File: config.mk
export PLATFORM = sky130hd
export DESIGN_NAME = pwm_multi_ch
export DESIGN_NICKNAME = d
export VERILOG_FILES = /design/src/rtl/pwm_pkg.sv /design/src/rtl/pwm_ch_cmp.sv /design/src/rtl/pwm_multi_ch.sv
export SDC_FILE = /design/constraint.sdc
export NUM_CORES = 1
export LEC_CHECK = 0
export CAP_MARGIN = 30
export CELL_PAD_IN_SITES_DETAIL_PLACEMENT = 1
export CELL_PAD_IN_SITES_GLOBAL_PLACEMENT = 2
export CORE_ASPECT_RATIO = 1.4
export CORE_MARGIN = 2
export CORE_UTILIZATION = 45
export CTS_CLUSTER_DIAMETER = 60
export DETAILED_ROUTE_END_ITERATION = 8
export DONT_BUFFER_PORTS = 1
export PLACE_DENSITY = 0.92
export SYNTH_ARGS = -nofsm -noshare
export SYNTH_HDL_FRONTEND = slang
export SYNTH_SLANG_ARGS = --single-unit
File: constraint.sdc
create_clock -name clk -period 4.51 [get_ports clk]
set_input_delay 0.902 -clock clk [delete_from_list [all_inputs] [get_ports clk]]
set_output_delay 0.902 -clock clk [all_outputs]
set_load 0.02 [all_outputs]
File: src/rtl/pwm_pkg.sv
// -----------------------------------------------------------------------------
// pwm_pkg
// Shared constants and types for the multi-channel PWM block.
//   CNT_W_DEF      : default counter / period / duty width
//   PERIOD_RST_DEF : default active period loaded at reset
//   CH_SLICE_W     : width of one channel's slice inside the packed duty bus
//   dir_e          : counter direction, used only by the center-aligned build
// -----------------------------------------------------------------------------
package pwm_pkg;

    localparam int                   CNT_W_DEF      = 16;
    localparam logic [CNT_W_DEF-1:0] PERIOD_RST_DEF = 16'd999;
    localparam int                   CH_SLICE_W     = CNT_W_DEF;

    typedef enum logic {
        DIR_UP   = 1'b0,
        DIR_DOWN = 1'b1
    } dir_e;

endpackage

File: src/rtl/pwm_ch_cmp.sv
// -----------------------------------------------------------------------------
// pwm_ch_cmp
// One PWM channel: run flag, duty compare and output polarity.
// Ports:
//   clk, rst_n     : clock, asynchronous active-low reset
//   cnt_i          : shared period counter
//   duty_i         : active duty value of this channel
//   enable_i       : channel run request
//   polarity_i     : 1 = active-low output
//   wrap_i         : high on the last cycle of a period
//   pwm_o          : registered channel output
// -----------------------------------------------------------------------------
module pwm_ch_cmp
    import pwm_pkg::*;
#(
    parameter int CNT_W = CH_SLICE_W
) (
    input  logic             clk,
    input  logic             rst_n,
    input  logic [CNT_W-1:0] cnt_i,
    input  logic [CNT_W-1:0] duty_i,
    input  logic             enable_i,
    input  logic             polarity_i,
    input  logic             wrap_i,
    output logic             pwm_o
);

    logic run_q;
    logic run_d;
    logic raw;

    // A channel only starts at a period boundary, but stops at once.
    always_comb begin
        run_d = run_q;
        if (!enable_i) begin
            run_d = 1'b0;
        end else if (wrap_i) begin
            run_d = 1'b1;
        end
    end

    // Gating with enable_i makes the output go inactive on the very next edge
    // after enable drops, not one cycle later via run_q.
    assign raw = run_q & enable_i & (cnt_i < duty_i);

    always_ff @(posedge clk or negedge rst_n) begin
        if (!rst_n) begin
            run_q <= 1'b0;
            pwm_o <= 1'b0;
        end else begin
            run_q <= run_d;
            pwm_o <= raw ^ polarity_i;
        end
    end

endmodule

File: src/rtl/pwm_multi_ch.sv
// -----------------------------------------------------------------------------
// pwm_multi_ch
// Multi-channel PWM generator with one shared counter and double-buffered
// period/duty configuration that takes effect only at period boundaries.
// Ports:
//   clk, rst_n   : clock (rising edge), asynchronous active-low reset
//   enable       : per-channel run enable (starts at next period boundary)
//   polarity     : per-channel, 1 = active-low
//   cfg_load     : one-cycle strobe capturing cfg_period / cfg_duty
//   cfg_period   : new terminal count
//   cfg_duty     : new duties, channel i at [i*CNT_W +: CNT_W]
//   center       : center-aligned counting (only with PWM_CENTER_ALIGN_EN)
//   pwm_out      : registered channel outputs
//   period_tick  : one-cycle pulse in the cycle after each wrap
// Build option: define PWM_CENTER_ALIGN_EN to add the center input and the
// up/down counter; otherwise the block is edge-aligned only.
// -----------------------------------------------------------------------------
module pwm_multi_ch
    import pwm_pkg::*;
#(
    parameter int               NUM_CH     = 4,
    parameter int               CNT_W      = CH_SLICE_W,
    parameter logic [CNT_W-1:0] PERIOD_RST = CNT_W'(PERIOD_RST_DEF)
) (
    input  logic                    clk,
    input  logic                    rst_n,
    input  logic [NUM_CH-1:0]       enable,
    input  logic [NUM_CH-1:0]       polarity,
    input  logic                    cfg_load,
    input  logic [CNT_W-1:0]        cfg_period,
    input  logic [NUM_CH*CNT_W-1:0] cfg_duty,
`ifdef PWM_CENTER_ALIGN_EN
    input  logic                    center,
`endif
    output logic [NUM_CH-1:0]       pwm_out,
    output logic                    period_tick
);

    logic [CNT_W-1:0]        cnt_q, cnt_d;
    logic [CNT_W-1:0]        period_act_q, period_act_d;
    logic [CNT_W-1:0]        period_pend_q;
    logic [NUM_CH*CNT_W-1:0] duty_act_q, duty_act_d;
    logic [NUM_CH*CNT_W-1:0] duty_pend_q;
    logic                    pend_q, pend_d;
    logic                    tick_q;
    logic                    wrap;

    // Shadow-to-active transfer. A load landing on the wrap cycle bypasses
    // the shadow so the new values apply to the period that starts next.
    always_comb begin
        period_act_d = period_act_q;
        duty_act_d   = duty_act_q;
        pend_d       = pend_q;
        if (wrap) begin
            if (cfg_load) begin
                period_act_d = cfg_period;
                duty_act_d   = cfg_duty;
                pend_d       = 1'b0;
            end else if (pend_q) begin
                period_act_d = period_pend_q;
                duty_act_d   = duty_pend_q;
                pend_d       = 1'b0;
            end
        end else if (cfg_load) begin
            pend_d = 1'b1;
        end
    end

`ifdef PWM_CENTER_ALIGN_EN
    dir_e dir_q, dir_d;

    always_comb begin
        cnt_d = cnt_q + 1'b1;
        dir_d = dir_q;
        wrap  = 1'b0;
        if (!center) begin
            wrap  = (cnt_q == period_act_q);
            dir_d = DIR_UP;
            if (wrap) begin
                cnt_d = '0;
            end
        end else begin
            // Period is 0,1..P,P-1..1 (2*P clocks); the down-count 0 is the
            // wrap and is immediately followed by 1 of the next up-ramp.
            wrap = (period_act_q == '0) || (dir_q == DIR_DOWN && cnt_q == '0);
            if (wrap) begin
                cnt_d = (period_act_d == '0) ? '0 : CNT_W'(1);
                dir_d = DIR_UP;
            end else if (dir_q == DIR_UP && cnt_q == period_act_q) begin
                cnt_d = cnt_q - 1'b1;
                dir_d = DIR_DOWN;
            end else if (dir_q == DIR_DOWN) begin
                cnt_d = cnt_q - 1'b1;
            end
        end
    end

    always_ff @(posedge clk or negedge rst_n) begin
        if (!rst_n) begin
            dir_q <= DIR_UP;
        end else begin
            dir_q <= dir_d;
        end
    end
`else
    assign wrap  = (cnt_q == period_act_q);
    assign cnt_d = wrap ? '0 : cnt_q + 1'b1;
`endif

    always_ff @(posedge clk or negedge rst_n) begin
        if (!rst_n) begin
            cnt_q         <= '0;
            period_act_q  <= PERIOD_RST;
            period_pend_q <= '0;
            duty_act_q    <= '0;
            duty_pend_q   <= '0;
            pend_q        <= 1'b0;
            tick_q        <= 1'b0;
        end else begin
            cnt_q        <= cnt_d;
            period_act_q <= period_act_d;
            duty_act_q   <= duty_act_d;
            pend_q       <= pend_d;
            tick_q       <= wrap;
            if (cfg_load && !wrap) begin
                period_pend_q <= cfg_period;
                duty_pend_q   <= cfg_duty;
            end
        end
    end

    assign period_tick = tick_q;

    for (genvar gi = 0; gi < NUM_CH; gi++) begin : g_ch
        pwm_ch_cmp #(
            .CNT_W (CNT_W)
        ) u_ch (
            .clk        (clk),
            .rst_n      (rst_n),
            .cnt_i      (cnt_q),
            .duty_i     (duty_act_q[gi*CNT_W +: CNT_W]),
            .enable_i   (enable[gi]),
            .polarity_i (polarity[gi]),
            .wrap_i     (wrap),
            .pwm_o      (pwm_out[gi])
        );
    end

endmodule

Word-level counts from Yosys, hierarchy flattened
Cells that the tools add are included.
W data, S select, Z words.
Operators by class
  bitwise operators: 12
  multiplexer cells: 12
  order comparisons: 4
  reductions and logical operators: 5
  equality and inequality tests: 5
  add/sub/neg operators: 1
Operators by type and width (count)
  $mux W64: 2
  $lt A16 B16 Y1: 4
  $mux W16: 3
  $add A16 B1 Y16 const B: 1
  $eq A16 B16 Y1: 1
  $and A1 B1 Y1: 8
  $ne A2 B1 Y1 const B: 4
  $mux W1: 7
  $reduce_bool A2 Y1: 2
  $xor A1 B1 Y1: 4
  $reduce_and A2 Y1: 1
  $logic_and A1 B1 Y1: 1
  $logic_not A1 Y1: 1
Storage, ports and cells
  flip-flop bits (word level): 186
  word-level logic and storage cells: 54
  input bits: 91
  output and inout bits: 5

Longest topological paths before layout
  depth after elaboration: 3
  mapped depth: 8
  gate-level depth less buffers: 7

Modules after synthesis
A second synthesis with hierarchy kept.
Unflattened totals
  cell total of the unflattened synthesis: 746
  area, all modules: 10062.2 um^2
By module, submodules not included
  pwm_multi_ch: area each 8265.4 um^2, instances 1, seq. area each 4464.3 um^2, cells each 530
  pwm_ch_cmp: area each 449.2 um^2, instances 4, seq. area each 50.0 um^2, cells each 54

Least setup slack after synthesis
Ideal clock, no wire load.
  path type: input -> register
  from: in cfg_load
  to: reg duty_act_q[10]
  buffers on the path: 3
  library setup time: 0.126 ns
  setup slack: 2.220 ns
  required time: 4.384 ns
  arrival: 2.164 ns
  stages on the path: 5
  path through: buf_2 buf_1 buf_1 mux2i_1 mux2i_1
Between the ends
  longest elaborated chain between the ends: 2
  elaborated cells between the ends (all ways): 3
  classes of those cells: mux (1); reduce/logical (2)
Ends and longest elaborated chain
  from (decl): RTL line pwm_multi_ch.sv:29  | input logic cfg_load,
  $reduce_bool A2 Y1 (no source line)
  $reduce_and A2 Y1 (no source line)
  to (signal assigned): RTL line pwm_multi_ch.sv:122  | duty_act_q <= duty_act_d;
  to (decl): RTL line pwm_multi_ch.sv:42  | logic [NUM_CH*CNT_W-1:0] duty_act_q, duty_act_d;
Several ways; a longest one is shown, not always the timed one.
A chain may end at the register's enable or synchronous reset.

Worst setup path in the final report
  from: reg cnt_q[11]
  to: reg duty_act_q[32]
Between the ends
  longest elaborated chain between the ends: 2
Ends and longest elaborated chain
  from (decl): RTL line pwm_multi_ch.sv:39  | logic [CNT_W-1:0] cnt_q, cnt_d;
  from (signal assigned): RTL line pwm_multi_ch.sv:120  | cnt_q <= cnt_d;
  $eq A16 B16 Y1: RTL line pwm_multi_ch.sv:106  | assign wrap = (cnt_q == period_act_q);
  $reduce_and A2 Y1 (no source line)
No other way between the ends.

==> metrics.log <==
[metrics] post-CTS resize count: 0
[metrics] area overhead of the layout relative to synthesis: 7.85%
[metrics] final count of pins violating max slew: 0
[metrics] Least-Margin Pin Slew: 0.922 ns
[metrics] count of flip-flops with a built-in enable after synthesis: 0
[metrics] final worst path period need: 3.16 ns
[metrics] CP Capture Type: flop
[metrics] placer congestion estimate: 0.772
[metrics] Worst Setup Slack post-DPL: 1.36 ns
[metrics] RSZ-0062 raised after global routing: no
[metrics] count of endpoints failing setup in the final report: 0
[metrics] maximum number of buffers from clock root to sink: 2
[metrics] setup repair bufs after CTS: 0
[metrics] overall routed net length: 21900 um
[metrics] wire length of the first global-routing pass: 35600 um
[metrics] leading area contributor after synthesis: sky130_fd_sc_hd__dfrtp_1
[metrics] antenna violations before repair: 0
[metrics] maximum fanout along the worst path: 57
[metrics] cell with the largest stage delay on the worst path: sky130_fd_sc_hd__dfrtp_1
[metrics] clock tree from TritonCTS: done
[metrics] total routing resource utilization after global routing: 20.7%
[metrics] final clock period utilization by the worst path: 70.0%
[metrics] pin count of the biggest net entering global routing: 187
[metrics] number of global-route vias before repair: 6501
[metrics] First DRT Iteration DRCs: 275
[metrics] clock slew at reported path FFs: 0.07 ns
[metrics] Pre-Repair DR Iteration Count: 4
[metrics] count of nets after finishing: 887
[metrics] Pwr Density: 435 mW/mm^2
[metrics] Max rail drop VDD: 0.000269 V
[metrics] full die area: 0.0224 sq mm
[metrics] clock buffers created by TritonCTS: 17
[metrics] count of antenna diodes in the layout: 0
[metrics] Die Span X: 127 um
[metrics] fraction of layout instances using a drive strength above 1: 8.96%
[metrics] number of flip-flops and latches in the synthesized netlist: 186
[metrics] most frequently used flop master after synthesis: sky130_fd_sc_hd__dfrtp_1
[metrics] number of H-tree branching levels: 4
[metrics] peak per-stage delay on the critical path: 0.74 ns
[metrics] worst-path cell chain: xnor2_1, nand4_1, nor4_4, nor2b_4, buf_4, mux2_1
[metrics] leakage component of the power: 4.69 nW
[metrics] final hold violations: 0
[metrics] worst relative slew slack: 38.5%
[metrics] CTS sink cnt: 186
[metrics] sequential cell area fraction in the yosys report: 48.9%
[metrics] nature of the critical path startpoint: flop
[metrics] number of distinct library cells after synthesis: 33
[metrics] crit path kind: reg -> reg
[metrics] Worst Slack Setup Final: 1.35 ns
[metrics] portion of synthesized cell area occupied by the leading cell type: 46.7%
[metrics] die height: 176 um
[metrics] ports placed on the boundary: 96
[metrics] count of nets left with antenna violations after detail routing: 0
[metrics] result of the run: complete, no violations
[metrics] Syn Std Cell Area: 0.00953 sq mm
[metrics] Final Core Density: 49.0%
[metrics] Syn. warnings: 0
[metrics] post-DR wirelength/cell: 21.7 um
[metrics] number of standard cells after synthesis: 746
[metrics] clock latency at the later pin of the worst-skew pair: 0.44 ns
[metrics] leftover overflow at the end of global routing: 0
[metrics] share of synthesized flip-flops with an asynchronous set or reset: 100%
[metrics] Initial Utilization: 45.5%
[metrics] Vias per Instance: 5.65
[metrics] max-capacitance violation count: 0
[metrics] Fin Setup TNS: 0 ns
[metrics] Hold Buf Count CTS: 0
[metrics] Hold Crit Class: in -> async
[metrics] average size of a mapped cell: 12.8 sq um
[metrics] most used standard cell by instance count after synthesis: sky130_fd_sc_hd__dfrtp_1
[metrics] Worst EP arrival: 3.48 ns
[metrics] most frequent cells after synthesis: sky130_fd_sc_hd__dfrtp_1, sky130_fd_sc_hd__mux2i_1, sky130_fd_sc_hd__mux2_1, sky130_fd_sc_hd__ha_1, sky130_fd_sc_hd__inv_1
[metrics] Remaining DRCs: 0
[metrics] endpoint required time on the critical path: 4.83 ns
[metrics] Floorplan Core Area: 0.0210 sq mm
[metrics] count of standard-cell rows: 63
[metrics] CTS Root Buffer Type: sky130_fd_sc_hd__clkbuf_16
[metrics] Net Count, Synth: 898
[metrics] via count: 5699
[metrics] Detail Placement HPWL: 15300 um
[metrics] maximum clock rate: 317 MHz
[metrics] cells taking the most area after synthesis: sky130_fd_sc_hd__dfrtp_1, sky130_fd_sc_hd__mux2i_1, sky130_fd_sc_hd__mux2_1
[metrics] number of input and output port buffers inserted: 0
[metrics] largest clock skew in the final design: 0.0102 ns
[registers in the layout, indices dropped and copies added (netlist names)]
register         cells
g_ch.u_ch.run_q      4
period_tick          1
duty_pend_q         64
g_ch.u_ch.pwm_o      4
duty_act_q          64
cnt_q               16
pend_q               1
period_act_q        16
period_pend_q       16
[routing by layer]
metal	vias to the layer above	wire length, um	track usage (%)
li1	2603	-	-
met1	2963	8380	22.4
met3	33	981	5.45
met4	0	507	7.78
met2	100	12000	38.3
met5	-	0	0
[power breakdown]
| part | switching [mW] | internal, mW | total, mW |
|---|---|---|---|
| registers | 0.226 | 1.91 | 2.14 |
| logic | 0.385 | 0.380 | 0.765 |
| clock network | 0.681 | 0.883 | 1.56 |
| total | 1.29 | 3.18 | 4.47 |
[critical path: cells and delay by family (launching register included)]
kind | cells | cell delay (ns)
muxes | 1 | 0.38
buffers and inverters | 1 | 0.72
and+or+nand+nor | 3 | 0.93
DFF | 1 | 0.74
xor gates and xnor gates | 1 | 0.23
[through the flow]
stage	total power, mW	cell area [sq um]	hold WS [ns]	std cells
floorplan	2.68	9530	0.447	746
global route	4.69	10300	0.137	1008
finish	4.47	10300	0.157	1008
global placement	2.84	9650	0.469	975
CTS	4.52	10300	0.137	1008
detailed placement	2.94	9670	0.480	976
[kinds of logic (layout without fill, tap and decap cells)]
logic type	after synthesis	in the layout	synth area share, %
flops	186	186	48.9
compound gates	52	52	3.94
mux	240	240	26.8
buf+inv	94	96	4.96
simple gates	79	79	4.24
xor+xnor	34	34	3.12
fa+ha+maj	61	61	8.01
[layout make-up]
type	count	area, sq um
repair buffers	4	42.5
clock inverters	15	188
clock buffers	17	425
inverters	60	225
multi-input cells	466	4410
fillers	2127	10700
flip-flops and latches	186	4660
well taps	260	325
[placed cells by master (no fill, tap or decap), types with 2 or more instances in the layout]
cell type / instances
sky130_fd_sc_hd__ha_1: 61
sky130_fd_sc_hd__o21ai_0: 8
sky130_fd_sc_hd__a2111o_1: 4
sky130_fd_sc_hd__mux2_1: 100
sky130_fd_sc_hd__a221oi_1: 4
sky130_fd_sc_hd__mux2i_1: 120
sky130_fd_sc_hd__buf_4: 3
sky130_fd_sc_hd__dfrtp_1: 178
sky130_fd_sc_hd__a21o_1: 8
sky130_fd_sc_hd__xor2_1: 13
sky130_fd_sc_hd__dfstp_2: 8
sky130_fd_sc_hd__o21a_1: 4
sky130_fd_sc_hd__a21oi_1: 8
sky130_fd_sc_hd__nand4_1: 15
sky130_fd_sc_hd__clkinvlp_4: 3
sky130_fd_sc_hd__bufinv_16: 3
sky130_fd_sc_hd__and3_1: 8
sky130_fd_sc_hd__nor2_1: 28
sky130_fd_sc_hd__clkbuf_16: 17
sky130_fd_sc_hd__inv_6: 6
sky130_fd_sc_hd__o211ai_1: 4
sky130_fd_sc_hd__mux2_2: 20
sky130_fd_sc_hd__nand2b_1: 4
sky130_fd_sc_hd__a211oi_1: 8
sky130_fd_sc_hd__clkinv_4: 2
sky130_fd_sc_hd__a311oi_1: 4
sky130_fd_sc_hd__xnor2_1: 21
sky130_fd_sc_hd__nand2_1: 11
sky130_fd_sc_hd__inv_1: 60
sky130_fd_sc_hd__nand3_1: 7
[path summary, 6_finish.rpt]
check | to | cells after the start | slack [ns] | startpoint
min | duty_pend_q[41] | 0 | 0.16 | rst_n
max in group asynchronous | period_act_q[5] | 0 | 3.94 | rst_n
min reg2reg | duty_pend_q[22] | 1 | 0.49 | duty_pend_q[22]
max reg2reg | duty_act_q[32] | 6 | 1.35 | cnt_q[11]
max | duty_act_q[32] | 6 | 1.35 | cnt_q[11]
min in group clk | duty_pend_q[22] | 1 | 0.49 | duty_pend_q[22]
Power figures use the tool's default switching activity.
